`config.mk`:
```
export PLATFORM = sky130hd
export DESIGN_NAME = tx_estado_uart
export DESIGN_NICKNAME = d
export VERILOG_FILES = /design/src/rtl/tx_estado_uart_pkg.sv /design/src/rtl/tx_estado_uart_byte.sv /design/src/rtl/tx_estado_uart.sv
export SDC_FILE = /design/constraint.sdc
export NUM_CORES = 1
export LEC_CHECK = 0
export ABC_AREA = 1
export BUFFER_PORTS_ARGS = -buffer_cell sky130_fd_sc_hd__buf_2
export CORE_MARGIN = 8
export CORE_UTILIZATION = 51
export DETAILED_ROUTE_END_ITERATION = 10
export PLACE_DENSITY = 0.69
export SLEW_MARGIN = 20
export SYNTH_ARGS = -nofsm -noshare
export SYNTH_HDL_FRONTEND = slang
export SYNTH_SLANG_ARGS = --single-unit
```
`constraint.sdc`:
```
create_clock -name clk -period 2.5 [get_ports clk]
set_clock_uncertainty 0.05 [all_clocks]
set_input_delay 0.375 -clock clk [delete_from_list [all_inputs] [get_ports clk]]
set_output_delay 0.375 -clock clk [all_outputs]
set_load 0.01 [all_outputs]
```
`src/rtl/tx_estado_uart_pkg.sv`:
```
// Shared definitions for the status UART transmitter: state encoding,
// frame geometry and the byte selector for the 4-byte status frame.
package tx_estado_uart_pkg;

    typedef enum logic [1:0] {
        IDLE  = 2'd0,
        START = 2'd1,
        DATA  = 2'd2,
        STOP  = 2'd3
    } state_t;

    localparam int unsigned NUM_BYTES   = 4;
    localparam logic [7:0]  HDR_DEFAULT = 8'hA5;
    localparam int unsigned BIT_W       = 3;
    localparam int unsigned BYTE_W      = 2;

    // B0 = header, B1/B2 = snapshot, B3 = XOR check of B1 and B2
    function automatic logic [7:0] frame_byte(input logic [BYTE_W-1:0] idx,
                                              input logic [7:0] hdr,
                                              input logic [7:0] b1,
                                              input logic [7:0] b2);
        case (idx)
            2'd0:    return hdr;
            2'd1:    return b1;
            2'd2:    return b2;
            default: return b1 ^ b2;
        endcase
    endfunction

endpackage

```
`src/rtl/tx_estado_uart_byte.sv`:
```
// One 8N1 byte serializer: baud counter plus 10-bit shift register.
// A load is taken when ready, including on the last stop-bit cycle, so bytes chain without gaps.
module tx_byte_uart #(
    parameter int unsigned DIV = 5208
) (
    input  logic       clk,
    input  logic       rst,
    input  logic       load,
    input  logic [7:0] data,
    output logic       tx,
    output logic       tick,
    output logic       ready
);
    localparam int unsigned CW = (DIV > 1) ? $clog2(DIV) : 1;

    logic [CW-1:0] cnt;
    logic [3:0]    pos;
    logic          active;
    logic [9:0]    sh;

    assign tick  = active && (cnt == CW'(DIV - 1));
    assign ready = !active || (tick && (pos == 4'd9));
    assign tx    = sh[0];

    always_ff @(posedge clk or negedge rst) begin
        if (!rst) begin
            cnt    <= '0;
            pos    <= '0;
            active <= 1'b0;
            sh     <= '1;
        end else if (load && ready) begin
            sh     <= {1'b1, data, 1'b0};
            cnt    <= '0;
            pos    <= '0;
            active <= 1'b1;
        end else if (active) begin
            if (tick) begin
                cnt <= '0;
                sh  <= {1'b1, sh[9:1]};
                if (pos == 4'd9) active <= 1'b0;
                else             pos    <= pos + 4'd1;
            end else begin
                cnt <= cnt + CW'(1);
            end
        end
    end

endmodule

```
`src/rtl/tx_estado_uart.sv`:
```
// Status frame transmitter: snapshots the system status and sends
// header, temperature, flags and XOR check as four back-to-back 8N1 bytes.
module tx_estado_uart
    import tx_estado_uart_pkg::*;
#(
    parameter int unsigned DIV = 5208,
    parameter logic [7:0]  HDR = HDR_DEFAULT
) (
    input  logic       clk,
    input  logic       rst,
    input  logic       start,
    input  logic [4:0] temp,
    input  logic       pres,
    input  logic       carro,
    input  logic [1:0] alarm,
    output logic       tx,
    output logic       busy,
    output logic       done
);
    state_t            state;
    logic [BIT_W-1:0]  bit_idx;
    logic [BYTE_W-1:0] byte_idx;
    logic [7:0]        b1;
    logic [7:0]        b2;
    logic [BYTE_W-1:0] sel;
    logic              last_byte;
    logic              load;
    logic              tick;
    logic              ready;

    assign last_byte = (byte_idx == BYTE_W'(NUM_BYTES - 1));

    // The serializer loads on the same edge the FSM advances, so the byte
    // presented is the one the FSM is about to enter.
    always_comb begin
        sel = '0;
        if (state != IDLE) sel = byte_idx + BYTE_W'(1);
    end

    assign load = ((state == IDLE) && start) ||
                  ((state == STOP) && ready && !last_byte);

    tx_byte_uart #(.DIV(DIV)) u_byte (
        .clk   (clk),
        .rst   (rst),
        .load  (load),
        .data  (frame_byte(sel, HDR, b1, b2)),
        .tx    (tx),
        .tick  (tick),
        .ready (ready)
    );

    always_ff @(posedge clk or negedge rst) begin
        if (!rst) begin
            state    <= IDLE;
            bit_idx  <= '0;
            byte_idx <= '0;
            b1       <= '0;
            b2       <= '0;
            busy     <= 1'b0;
            done     <= 1'b0;
        end else begin
            done <= 1'b0;
            case (state)
                IDLE: if (start) begin
                    b1       <= {3'b000, temp};
                    b2       <= {4'b0000, pres, carro, alarm};
                    byte_idx <= '0;
                    bit_idx  <= '0;
                    busy     <= 1'b1;
                    state    <= START;
                end
                START: if (tick) begin
                    bit_idx <= '0;
                    state   <= DATA;
                end
                DATA: if (tick) begin
                    if (bit_idx == BIT_W'(7)) state   <= STOP;
                    else                      bit_idx <= bit_idx + BIT_W'(1);
                end
                STOP: if (ready) begin
                    if (last_byte) begin
                        byte_idx <= '0;
                        busy     <= 1'b0;
                        done     <= 1'b1;
                        state    <= IDLE;
                    end else begin
                        byte_idx <= byte_idx + BYTE_W'(1);
                        state    <= START;
                    end
                end
                default: state <= IDLE;
            endcase
        end
    end

endmodule

```
==> impl_metrics.toml <==
[status]
status = "finished clean"

[worst_hold_path]
hold_class = "in -> async"

[drt]
routed_via_density = 5.115
wl_per_cell_um = 12.10
vias = 2005
antenna_left = 0
first_pass_iters = 4
wirelength_mm = 4.744
drt_iter0_markers = 108
drc = 0

[global_routing]
grt_max_degree = 39
antenna_found_initial = 0
overflow = 0
first_global_vias = 2044
grt_first_pass_wirelength_mm = 8.645
grt_use_total = 0.1442

[cells_and_area]
layout-drive-gt1-share = 0.1361
layout-area-overhead-vs-synth_pct = 8.135
fin_nets = 359
fillers = 438
layout_commonest_cell = "nand2_1"
finalNonFillerCells = 392
diodes = 0
most-common-layout-cells = "nand2_1 (101), dfrtp_1 (36), inv_1 (34)"

[place]
hpwl_mm = 3.413
dpl.cell_count = 384
port_buffers = 14
place.gp.congestion = 0.8739

[clock_network]
cts_tree = "built"
path_clk_slew_ps = 90
hold_buffers = 0
cts_inserted_buffers = 5
cts_max_path_buffers = 2
clockRootBuffer = "clkbuf_8"
clock_latency_ps = 310
clkSinkCount = 45
cts_max_level = 2

[sta]
holdWs_ps = 119.6
timing.slew.headroom = 0.4421
setup_violations = 0
setup-tns-final_ps = 0
fmax_ghz = 0.4514
rsz0062_at_grt = "false"
drv_slew = 0
finalCritPeriodShare = 0.8862
finalCriticalPeriod_ps = 2215
max_slew.worst_pin.slew_ps = 836.9
hold_viol = 0

[setup_path]
critPathKind = "reg -> reg"
critPathRequiredTime_ps = 2670
path_max_fanout = 27
reg2reg_to = "u_byte.cnt[2]"
worstPathArrival_ps = 2380
cp-end-kind = "flip-flop"
rr_worst_depth = 9
startpoint = "state[0]"
regToRegSetupSlack_ps = 280
cp-endpoint = "u_byte.cnt[2]"
start_kind = "flip-flop"
worstReg2RegStart = "state[0]"

[floorplanning]
rows = 25
die_w_um = 85.68
fp.dieArea_sq_um = 7341
ioPinCount = 15
die_height_um = 85.68
start_util = 0.5277
coreArea_sq_um = 4692

[synthesis]
syn-cell-area_sq_um = 2476
ys_types = 26
synth_area_leaders = "dfrtp_1 (36%), nand2_1 (15%), dfstp_2 (9.6%)"
yosys.area.top_type = "dfrtp_1"
yosysSeqAreaShare = 0.4593
yosysTopAreaCellShare = 0.3638
postSynthAreaPerCell_sq_um = 7.762
yosysWarnings = 0
ys_ff_latch = 45
netlist_instances = 319
synth_nets = 341

[pwr]
vdd_drop_max_mv = 0.5391
p_leak_uw = 0.001398
p_per_area_nw_per_um2 = 732.7
total_power_uw = 1962

[run]
cap_viol_max_count = 0
[layout make-up]
class | instances | area (sq um) | area share
clock buffers | 6 | 72.57 | 0.02710
clock inverters | 2 | 10.01 | 0.003738
inverters | 36 | 135.1 | 0.05047
multi-input cells | 231 | 1155 | 0.4313
flip-flops and latches | 45 | 1137 | 0.4248
well taps | 54 | 67.56 | 0.02523
repair buffers | 18 | 100.1 | 0.03738
[timing repair]
item | CTS | global route
hold endpoints to repair | 0 | 0
gates resized for setup | 0 | 2
endpoints found under the setup margin | 0 | 7
buffers inserted | 0 | 0
[flip-flops by register name, indices dropped and copies added (netlist names)]
register,flops
bit_idx,3
u_byte.cnt,13
b2,4
u_byte.active,1
b1,5
byte_idx,2
busy,1
u_byte.sh,9
done,1
state,2
u_byte.pos,4
[where the power goes]
part / switching [uW] / internal [uW] / total [uW]
sequential: 70.9 / 837 / 907
combinational: 396 / 213 / 609
clock: 251 / 194 / 445
total: 718 / 1240 / 1960
[per-stage QoR]
stage | util | area, sq um | setup WS (ps)
4_1_cts | 0.5696 | 2673 | 220.6
2_1_floorplan | - | 2476 | 757.0
5_1_grt | 0.5707 | 2678 | 56.40
3_3_place_gp | 0.5520 | 2590 | 325.6
6_report | 0.5707 | 2678 | 284.6
3_5_place_dp | 0.5520 | 2590 | 235.0
[logic make-up (layout without fill, tap and decap cells)]
| kind of cell | Yosys count | count (layout) | synth area share |
|---|---|---|---|
| and+or+nand+nor | 190 | 190 | 0.3330 |
| DFF | 45 | 45 | 0.4593 |
| buffers and inverters | 43 | 62 | 0.07630 |
| AOI/OAI and AO/OA | 23 | 23 | 0.05255 |
| adders and majority gates | 10 | 10 | 0.05053 |
| xor gates and xnor gates | 8 | 8 | 0.02830 |
[how the worst min path moves through the flow]
| stage | from | endpoint | slack, ps | cells past startpoint |
|---|---|---|---|---|
| 6_report | rst | byte_idx[0] | 120 | 1 |
| 5_1_grt | rst | byte_idx[0] | 190 | 1 |
| 4_1_cts | rst | byte_idx[0] | 150 | 1 |
| 3_5_place_dp | busy | busy | 410 | 2 |
| 3_3_place_gp | busy | busy | 410 | 2 |
| 2_1_floorplan | rst | b1[0] | 30 | 0 |
[synth_stat cells (all sizes together)]
| cell type | number |
|---|---|
| ha | 10 |
| a21oi | 5 |
| nand4 | 12 |
| o211ai | 5 |
| clkbuf | 2 |
| or2 | 2 |
| nand3 | 34 |
| buf | 5 |
| o21ai | 12 |
| dfrtp | 36 |
| nor3 | 5 |
| xor2 | 8 |
| nor4 | 1 |
| nor2 | 30 |
| dfstp | 9 |
| nand2 | 106 |
| clkinv | 1 |
| a21boi | 1 |
| inv | 35 |
[worst max-delay path: stages, from the launching register on]
cell and delay (ps):
dfrtp_1 440, inv_1 100, ha_1 280, nand2_1 100, inv_1 170, nor2_2 240
inv_1 110, nand2_4 230, nand2_2 220, nor3_1 190
[layer usage]
layer / part of all wire / global-route usage / vias up
li1: - / - / 1059
met1: 0.49 / 0.1767 / 901
met2: 0.45 / 0.2377 / 38
met3: 0.031 / 0.03343 / 7
met4: 0.019 / 0.05892 / 0
met5: 0 / 0 / -
(Power assumes the default switching activity.)
